File: config.mk
export PLATFORM = sky130hd
export DESIGN_NAME = cr_tcipif_dummy_slave
export DESIGN_NICKNAME = d
export VERILOG_FILES = /design/src/rtl/cr_tcipif_dummy_slave.sv
export SDC_FILE = /design/constraint.sdc
export NUM_CORES = 1
export LEC_CHECK = 0
export ABC_CLOCK_PERIOD_IN_PS = 2800
export BUFFER_PORTS_ARGS = -buffer_cell sky130_fd_sc_hd__buf_4
export CAP_MARGIN = 15
export CORE_MARGIN = 1
export CORE_UTILIZATION = 53
export CTS_CLUSTER_SIZE = 30
export DETAILED_ROUTE_END_ITERATION = 7
export PLACE_DENSITY = 0.84
export SKIP_LAST_GASP = 1
export SLEW_MARGIN = 20
export SYNTH_ARGS = -nofsm -noshare
export SYNTH_HDL_FRONTEND = slang
export SYNTH_SLANG_ARGS = --single-unit
File: constraint.sdc
create_clock -name forever_cpuclk -period 2.8 [get_ports forever_cpuclk]
set_clock_uncertainty 0.2 [all_clocks]
set_input_delay 0.56 -clock forever_cpuclk [delete_from_list [all_inputs] [get_ports forever_cpuclk]]
set_output_delay 0.56 -clock forever_cpuclk [all_outputs]
set_load 0.02 [all_outputs]
File: src/rtl/cr_tcipif_dummy_slave.sv
// cr_tcipif_dummy_slave
//   Default slave for a TCIPIF bus segment that has no real target. It
//   grants and completes every accepted request after a fixed latency. It
//   either errors the request (RESP_ERR=1) or returns OK with zero read data.
//   It also keeps a small log of the first error plus a saturating count.
//
// Parameters
//   DW        read data width
//   AW        address width
//   LAT       accept-to-completion latency in cycles (1..15)
//   RESP_ERR  1 = error response, 0 = OK response
//
// Ports
//   forever_cpuclk               clock, rising edge
//   cpurst_b                     asynchronous reset, active low
//   bmu_tcipif_bus_req           request valid
//   bmu_tcipif_bus_acc_deny      request denied upstream, no response owed
//   bmu_tcipif_bus_addr          request address
//   bmu_tcipif_bus_write         1 = write, 0 = read
//   tcipif_err_clr               clear error flag and count
//   tcipif_bmu_bus_grnt          request granted this cycle
//   tcipif_bmu_bus_trans_cmplt   completion pulse
//   tcipif_bmu_bus_acc_err       completion carries an error
//   tcipif_bmu_bus_data_vld      read data valid
//   tcipif_bmu_bus_data          read data (always zero)
//   tcipif_err_vld               first error captured
//   tcipif_err_addr              address of first logged error
//   tcipif_err_write             direction of first logged error
//   tcipif_err_cnt               saturating error count
//
// state | meaning
// IDLE  | nothing outstanding, request can be granted
// WAIT  | request accepted, latency counter running, grant blocked
// RESP  | completion cycle, a new request can be granted
module cr_tcipif_dummy_slave #(
   parameter int DW       = 32,
   parameter int AW       = 32,
   parameter int LAT      = 1,
   parameter int RESP_ERR = 1
) (
   input  logic          forever_cpuclk,
   input  logic          cpurst_b,
   input  logic          bmu_tcipif_bus_req,
   input  logic          bmu_tcipif_bus_acc_deny,
   input  logic [AW-1:0] bmu_tcipif_bus_addr,
   input  logic          bmu_tcipif_bus_write,
   input  logic          tcipif_err_clr,
   output logic          tcipif_bmu_bus_grnt,
   output logic          tcipif_bmu_bus_trans_cmplt,
   output logic          tcipif_bmu_bus_acc_err,
   output logic          tcipif_bmu_bus_data_vld,
   output logic [DW-1:0] tcipif_bmu_bus_data,
   output logic          tcipif_err_vld,
   output logic [AW-1:0] tcipif_err_addr,
   output logic          tcipif_err_write,
   output logic [7:0]    tcipif_err_cnt
);

   typedef enum logic [1:0] {
      ST_IDLE = 2'd0,
      ST_WAIT = 2'd1,
      ST_RESP = 2'd2
   } state_t;

   // WAIT holds LAT-1 cycles: the load value plus the cycle that reads zero.
   localparam logic [3:0] CNT_LOAD = (LAT >= 2) ? 4'(LAT - 2) : 4'd0;
   localparam bit         ERR_MODE = (RESP_ERR != 0);
   localparam bit         LAT_ONE  = (LAT <= 1);

   state_t          state;
   logic [3:0]      cnt;
   logic [AW-1:0]   cap_addr;
   logic            cap_write;
   logic            accept;
   logic            resp;
   logic            resp_err;

   // The grant is gated by reset so that every output reads zero while
   // reset is held, even if a requester keeps req high.
   assign tcipif_bmu_bus_grnt = cpurst_b & bmu_tcipif_bus_req & (state != ST_WAIT);
   assign accept              = tcipif_bmu_bus_grnt & ~bmu_tcipif_bus_acc_deny;

   always_ff @(posedge forever_cpuclk or negedge cpurst_b) begin
      if (!cpurst_b) begin
         state     <= ST_IDLE;
         cnt       <= 4'd0;
         cap_addr  <= '0;
         cap_write <= 1'b0;
      end else begin
         if (accept) begin
            cap_addr  <= bmu_tcipif_bus_addr;
            cap_write <= bmu_tcipif_bus_write;
         end
         case (state)
            ST_IDLE, ST_RESP: begin
               if (accept) begin
                  if (LAT_ONE) begin
                     state <= ST_RESP;
                  end else begin
                     state <= ST_WAIT;
                     cnt   <= CNT_LOAD;
                  end
               end else begin
                  state <= ST_IDLE;
               end
            end
            ST_WAIT: begin
               if (cnt == 4'd0) begin
                  state <= ST_RESP;
               end else begin
                  cnt <= cnt - 4'd1;
               end
            end
            default: state <= ST_IDLE;
         endcase
      end
   end

   assign resp                       = (state == ST_RESP);
   assign resp_err                   = resp & ERR_MODE;
   assign tcipif_bmu_bus_trans_cmplt = resp;
   assign tcipif_bmu_bus_acc_err     = resp_err;
   assign tcipif_bmu_bus_data_vld    = resp & ~ERR_MODE & ~cap_write;
   assign tcipif_bmu_bus_data        = '0;

   // A new error wins over a coincident clear, so the log restarts with
   // that error instead of losing it.
   always_ff @(posedge forever_cpuclk or negedge cpurst_b) begin
      if (!cpurst_b) begin
         tcipif_err_vld   <= 1'b0;
         tcipif_err_addr  <= '0;
         tcipif_err_write <= 1'b0;
         tcipif_err_cnt   <= 8'd0;
      end else if (resp_err) begin
         if (tcipif_err_clr) begin
            tcipif_err_cnt <= 8'd1;
         end else if (tcipif_err_cnt != 8'hFF) begin
            tcipif_err_cnt <= tcipif_err_cnt + 8'd1;
         end
         if (!tcipif_err_vld || tcipif_err_clr) begin
            tcipif_err_addr  <= cap_addr;
            tcipif_err_write <= cap_write;
         end
         tcipif_err_vld <= 1'b1;
      end else if (tcipif_err_clr && ERR_MODE) begin
         tcipif_err_vld <= 1'b0;
         tcipif_err_cnt <= 8'd0;
      end
   end

endmodule

==> results of run 1 <==
==> metal layers <==
layer | track usage, % | up-vias | part of all wire [%]
li1 | - | 910 | -
met1 | 21.8 | 985 | 40
met2 | 31.6 | 80 | 52
met3 | 5.57 | 9 | 6.6
met4 | 9.64 | 0 | 2.0
met5 | 0 | - | 0
==> power breakdown <==
part | total (µW) | internal, µW | switching (µW)
sequential | 1480 | 1350 | 126
combinational | 850 | 429 | 421
clock | 698 | 332 | 367
==> state kept, by name (all words and copies together) (netlist names) <==
signal and count:
cap_addr 32, cap_write 1, tcipif_err_addr 32, tcipif_err_write 1, tcipif_err_cnt 8, state 1, tcipif_err_vld 1
==> per-stage QoR <==
step | util, % | hold WS, ps | cell area [µm²] | total power [µW]
global route | 66.7 | 235 | 3950 | 3180
floorplan | - | 64.4 | 3370 | 2010
global placement | 64.1 | 265 | 3790 | 2330
CTS | 66.7 | 225 | 3950 | 3060
detailed placement | 64.1 | 274 | 3790 | 2360
finish | 66.7 | 235 | 3950 | 3030
==> worst max-delay path: stages, from the launching register on <==
cell	delay, ps
dfrtp_1	440
ha_1	270
and3_1	230
or4b_1	550
o211a_1	140
==> Yosys cell counts, types with 2 or more instances <==
| master | n | area, µm² |
|---|---|---|
| dfrtp_1 | 76 | 1900 |
| clkbuf_1 | 2 | 7.51 |
| buf_4 | 37 | 278 |
| a211oi_1 | 3 | 22.5 |
| nor2_1 | 3 | 11.3 |
| inv_1 | 3 | 11.3 |
| nand2_1 | 6 | 22.5 |
| buf_2 | 5 | 25.0 |
| mux2_2 | 65 | 732 |
| nand4_1 | 3 | 18.8 |
| mux2_1 | 2 | 22.5 |
| a21oi_1 | 3 | 15.0 |
| nand2b_1 | 3 | 18.8 |
| nor3_1 | 2 | 10.0 |
==> how the worst min path moves through the flow <==
stage | cells past startpoint | slack [ps] | startpoint | to
detailed placement | 1 | 270 | cap_addr[6] | tcipif_err_addr[6]
CTS | 2 | 220 | tcipif_err_clr | tcipif_err_cnt[4]
global placement | 1 | 260 | cap_addr[10] | tcipif_err_addr[10]
global route | 2 | 230 | bmu_tcipif_bus_addr[22] | cap_addr[22]
floorplan | 0 | 60 | cpurst_b | cap_addr[0]
finish | 2 | 230 | cpurst_b | tcipif_err_addr[5]
==> area by class of cell <==
class,count,area share [%]
sequential,76,48.2
multi-input combinational,140,28.9
timing repair buffer,86,16.3
clock buffer,11,3.58
tap,75,2.38
clock inverter,3,0.380
inverter,3,0.285
==> cell families (layout without fill, tap and decap cells) <==
kind of cell	after synthesis	in the layout	synth area share, %
buf+inv	48	103	10.2
simple gates	26	26	4.69
other cells	1	33	0.115
fa+ha+maj	1	1	0.385
compound gates	12	12	2.58
flops	76	76	58.5
mux	68	68	23.5
==> out/results.tsv, run 1 <==
metric	value	unit
status	finished clean	
cts_root_buf	clkbuf_8	
path_max_fanout	7	
netlist_instances	232	
clockBufferDepth	2	
drt_iter0_drc	44	
start_kind	register	
slew_headroom	38.9	%
place_hpwl	3.74	mm
postCtsHoldBufs	0	
htreeDepth	3	
worstHoldPathType	input port to async pin	
pin_count	116	
ys_ff_latch	76	
hold_violations	0	
avgSynthCellArea	14.0	µm²
die-area	6450	µm²
wirelength	5.36	mm
synthFlopType	dfrtp_1	
fillers	463	
pre_cts_ws	783	ps
numClockSinks	76	
synth_edf_count	0	
cts_tree	built	
die_y	80.3	µm
drt-vias-per-instance	5.04	
rsz0062_at_grt	false	
ys_warn_count	0	
drtAntennaViolNets	0	
wl_per_cell	13.6	µm
clkTransAtPathRegs	70	ps
startpoint	tcipif_err_cnt[0]	
rrSetupSlack	860	ps
dr.pass1.iters	4	
io_buffer_count	82	
ys_seq_area_share	58.5	%
ir_drop	426	µV
post_cts_buffers	0	
netlist_area	3250	µm²
antenna_cells	0	
area_growth	21.4	%
regToRegStartpoint	tcipif_err_cnt[0]	
post_cts_resized	0	
critPathCapture	tcipif_err_cnt[7]	
clk_latency	340	ps
drive_gt1_share	52.4	%
multi_input_area	1140	µm²
die_w	80.3	µm
r2r_end	tcipif_err_cnt[7]	
critical_path_class	register to register	
post-route-period-util	69.1	%
grt_pass1_vias	1963	
finalSetupViolCount	0	
seqCellArea	1900	µm²
worstMarginPinSlew	917	ps
num_rows	28	
cellLeakagePower	0.00193	µW
final_common_cell	buf_4	
timing.final.max_slew_violations	0	
async_flop_share	100	%
required	2830	ps
core	5920	µm²
arrival	1970	ps
fmax	517	MHz
gp_congestion	0.766	
final_cell_mix	86 x buf_4, 76 x dfrtp_1, 65 x mux2_2	
synth_cell_types	33	
fin_crit	1940	ps
grt_overflow	0	
dp_cells	380	
fin_cells	394	
grt_pass1_wl	8.92	mm
maxCapViolCount	0	
antenna_found_initial	0	
numCtsBuffers	9	
grt_use_total	18.8	%
r2r_cells	4	
fin_ws	865	ps
vias	1984	
grt_max_degree	77	
start_util	54.9	%
final_nets	355	
drc_errors	0	
p_per_area	766	nW/µm²
setup-tns-final	0	ps
crit_path_end_kind	register	
Note: power is estimated with default switching activity, not from simulation.
==> run 2: changes to the inputs <==
--- a/config.mk
+++ b/config.mk
@@ -5,14 +5,15 @@
 export SDC_FILE = /design/constraint.sdc
 export NUM_CORES = 1
 export LEC_CHECK = 0
-export ABC_CLOCK_PERIOD_IN_PS = 2800
+export ABC_AREA = 1
+export ABC_CLOCK_PERIOD_IN_PS = 1600
 export BUFFER_PORTS_ARGS = -buffer_cell sky130_fd_sc_hd__buf_4
 export CAP_MARGIN = 15
 export CORE_MARGIN = 1
-export CORE_UTILIZATION = 53
+export CORE_UTILIZATION = 45
 export CTS_CLUSTER_SIZE = 30
 export DETAILED_ROUTE_END_ITERATION = 7
-export PLACE_DENSITY = 0.84
+export PLACE_DENSITY = 0.76
 export SKIP_LAST_GASP = 1
 export SLEW_MARGIN = 20
 export SYNTH_ARGS = -nofsm -noshare
==> constraint.sdc (replaced) <==
create_clock -name forever_cpuclk -period 1.6 [get_ports forever_cpuclk]
set_clock_uncertainty 0.2 [all_clocks]
set_input_delay 0.32 -clock forever_cpuclk [delete_from_list [all_inputs] [get_ports forever_cpuclk]]
set_output_delay 0.32 -clock forever_cpuclk [all_outputs]
set_load 0.02 [all_outputs]
==> out/results.tsv, run 2 <==
metric	value	unit	change
grt_overflow	0		unchanged
p_int	3500	µW	+66%
power.total	5050	µW	+67%
swShare	30.6	%	+0.34 points
antenna_cells	0		unchanged
fin_crit	1540	ps	
cts_tree	built		
dr.pass1.iters	4		unchanged
setup-tns-final	0	ps	unchanged
grt_pass1_vias	2578		+31%
cp_top_family	flip-flops		
ys_warn_count	0		unchanged
clockBufferDepth	2		unchanged
drc_errors	0		unchanged
netlist_instances	379		+63%
synth_top_cells_by_count	151 x nand2_1, 76 x dfrtp_1, 39 x buf_4, 34 x nand3_1		
drtAntennaViolNets	0		unchanged
crit_path_end_kind	primary output		
clkTransAtPathRegs	70	ps	about the same
path_max_fanout	8		+1
grt_use_total	20.2	%	+1.3 points
max_stage_delay	490	ps	-60 ps
synth_top_cell_by_area	dfrtp_1		
clockPowerShare	28.1	%	+5.0 points
fin_area	4470	µm²	+13%
start_util	47.7	%	-7.2 points
start_kind	register		
area_growth	34.3	%	
arrival	1020	ps	-950 ps
die_w	88.0	µm	+9.6%
wl_per_cell	12.2	µm	-10%
place_hpwl	4.66	mm	+25%
pin_count	116		unchanged
seqPwrFrac	48.1	%	-0.7 points
clk_latency	350	ps	about the same
die_y	88.0	µm	+9.6%
fmax	651	MHz	
status	finished clean		
synth_area_leaders	dfrtp_1 57%, nand2_1 17%, buf_4 8.8%, nand3_1 5.1%, o21ai_0 3.0%		
postPlaceCellArea	3930	µm²	+3.6%
hold_violations	0		unchanged
cts_root_buf	clkbuf_8		
drt_iter0_drc	121		+180%
final_nets	536		+51%
synth_cell_types	19		-42%
maxCapViolCount	0		unchanged
drt-vias-per-instance	4.57		-9.3%
ys_seq_area_share	57.1	%	-1.4 points
numCtsBuffers	9		unchanged
cp_num_cells	1		-3
grt_max_degree	77		unchanged
cellLeakagePower	0.00243	µW	+26%
ys_ff_latch	76		unchanged
num_rows	30		+7.1%
gp_congestion	0.780		+1.8%
netlist_area	3330	µm²	+2.4%
synth_edf_count	0		unchanged
pwr-share-comb	23.8	%	-4.3 points
hold_ws	7.35	ps	-227 ps
vias	2727		+37%
synthFlopType	dfrtp_1		
ir_drop	740	µV	+74%
async_flop_share	100	%	unchanged
drive_gt1_share	24.2	%	-28 points
min_path_cells	3		
numClockSinks	76		unchanged
final_cell_mix	150 x nand2_1, 91 x buf_4, 75 x dfrtp_1		
required	1080	ps	-1750 ps
grt_pass1_wl	11.6	mm	+31%
finalSetupViolCount	0		unchanged
reg_top3	cap_addr: 32 flops, tcipif_err_addr: 32 flops, tcipif_err_cnt: 8 flops		
avgSynthCellArea	8.79	µm²	-37%
critical_path_class	register to primary output		
post-synth-top-count-cell	nand2_1		
io_buffer_count	82		unchanged
post-route-period-util	96.0	%	
wirelength	7.30	mm	+36%
r2r_cells	8		+4
timing.final.max_slew_violations	0		unchanged
path_cells	buf_4		
yosysTopAreaCellShare	57.1	%	-1.4 points
final_common_cell	nand2_1		
p_per_area	1130	nW/µm²	+47%
p_switching	1540	µW	+69%
cp_num_buf_inv	1		+1
rsz0062_at_grt	false		
cp_slowest_cell	dfrtp_2		
die-area	7750	µm²	+20%
core	6980	µm²	+18%
worstHoldPathType	input port to register		
htreeDepth	3		unchanged
antenna_found_initial	0		unchanged
run 2: kinds of logic (layout without fill, tap and decap cells):
group           Yosys count  in the layout  synth area share [%]
other cells               1             33                 0.113
xor+xnor                  1              1                 0.263
buf+inv                  73            163                  13.4
simple gates            195            195                  23.9
compound gates           32             32                  4.81
flops                    76             76                  57.1
fa+ha+maj                 1              1                 0.376
run 2: repair_timing:
action                                  CTS  global route
hold buffers                             33             0
buffers inserted                          0             1
gates cloned                              0             0
endpoints found under the setup margin    2             6
gates resized for setup                   1             4
endpoints found under the hold margin   108             0
run 2: worst paths after layout:
check / startpoint / end / slack, ps
min in group asynchronous: cpurst_b / tcipif_err_addr[6] / 380
min reg2reg: tcipif_err_addr[25] / tcipif_err_addr[25] / 270
max reg2reg: tcipif_err_cnt[0] / tcipif_err_cnt[0] / 100
max in group asynchronous: cpurst_b / state[1] / 450
max: state[1] / tcipif_bmu_bus_acc_err / 60
min: bmu_tcipif_bus_addr[10] / cap_addr[10] / 7
run 2: final cells by class:
cell class / count / area, µm²
Clock buffer: 10 / 138
Clock inverter: 5 / 52.6
Fill cell: 624 / 2510
Inverter: 22 / 82.6
Multi-Input combinational cell: 262 / 1120
Sequential cell: 76 / 1900
Tap cell: 96 / 120
Timing Repair Buffer: 126 / 1050
run 2: per-layer routing:
layer | track usage (%) | vias to the layer above | part of all wire, %
met3 | 4.24 | 18 | 4.9
met4 | 9.97 | 0 | 2.4
li1 | - | 1350 | -
met5 | 0 | - | 0
met2 | 33.4 | 97 | 49
met1 | 25.2 | 1262 | 43
run 2: power groups by stage:
stage	clock network [µW]	logic (µW)	registers (µW)
6_report	1420	1200	2430
5_1_grt	1530	1330	2460
4_1_cts	1440	1200	2430
3_5_place_dp	0	1140	2460
3_3_place_gp	0	1110	2450
2_1_floorplan	0	452	2670
run 2: through the flow:
stage | setup slack, ps | util, % | std cells
CTS | 44.3 | 63.7 | 596
floorplan | 86.7 | - | 411
detailed placement | 63.2 | 56.3 | 548
finish | 63.8 | 64.1 | 597
global placement | 117 | 56.3 | 548
global route | 13.3 | 64.1 | 597
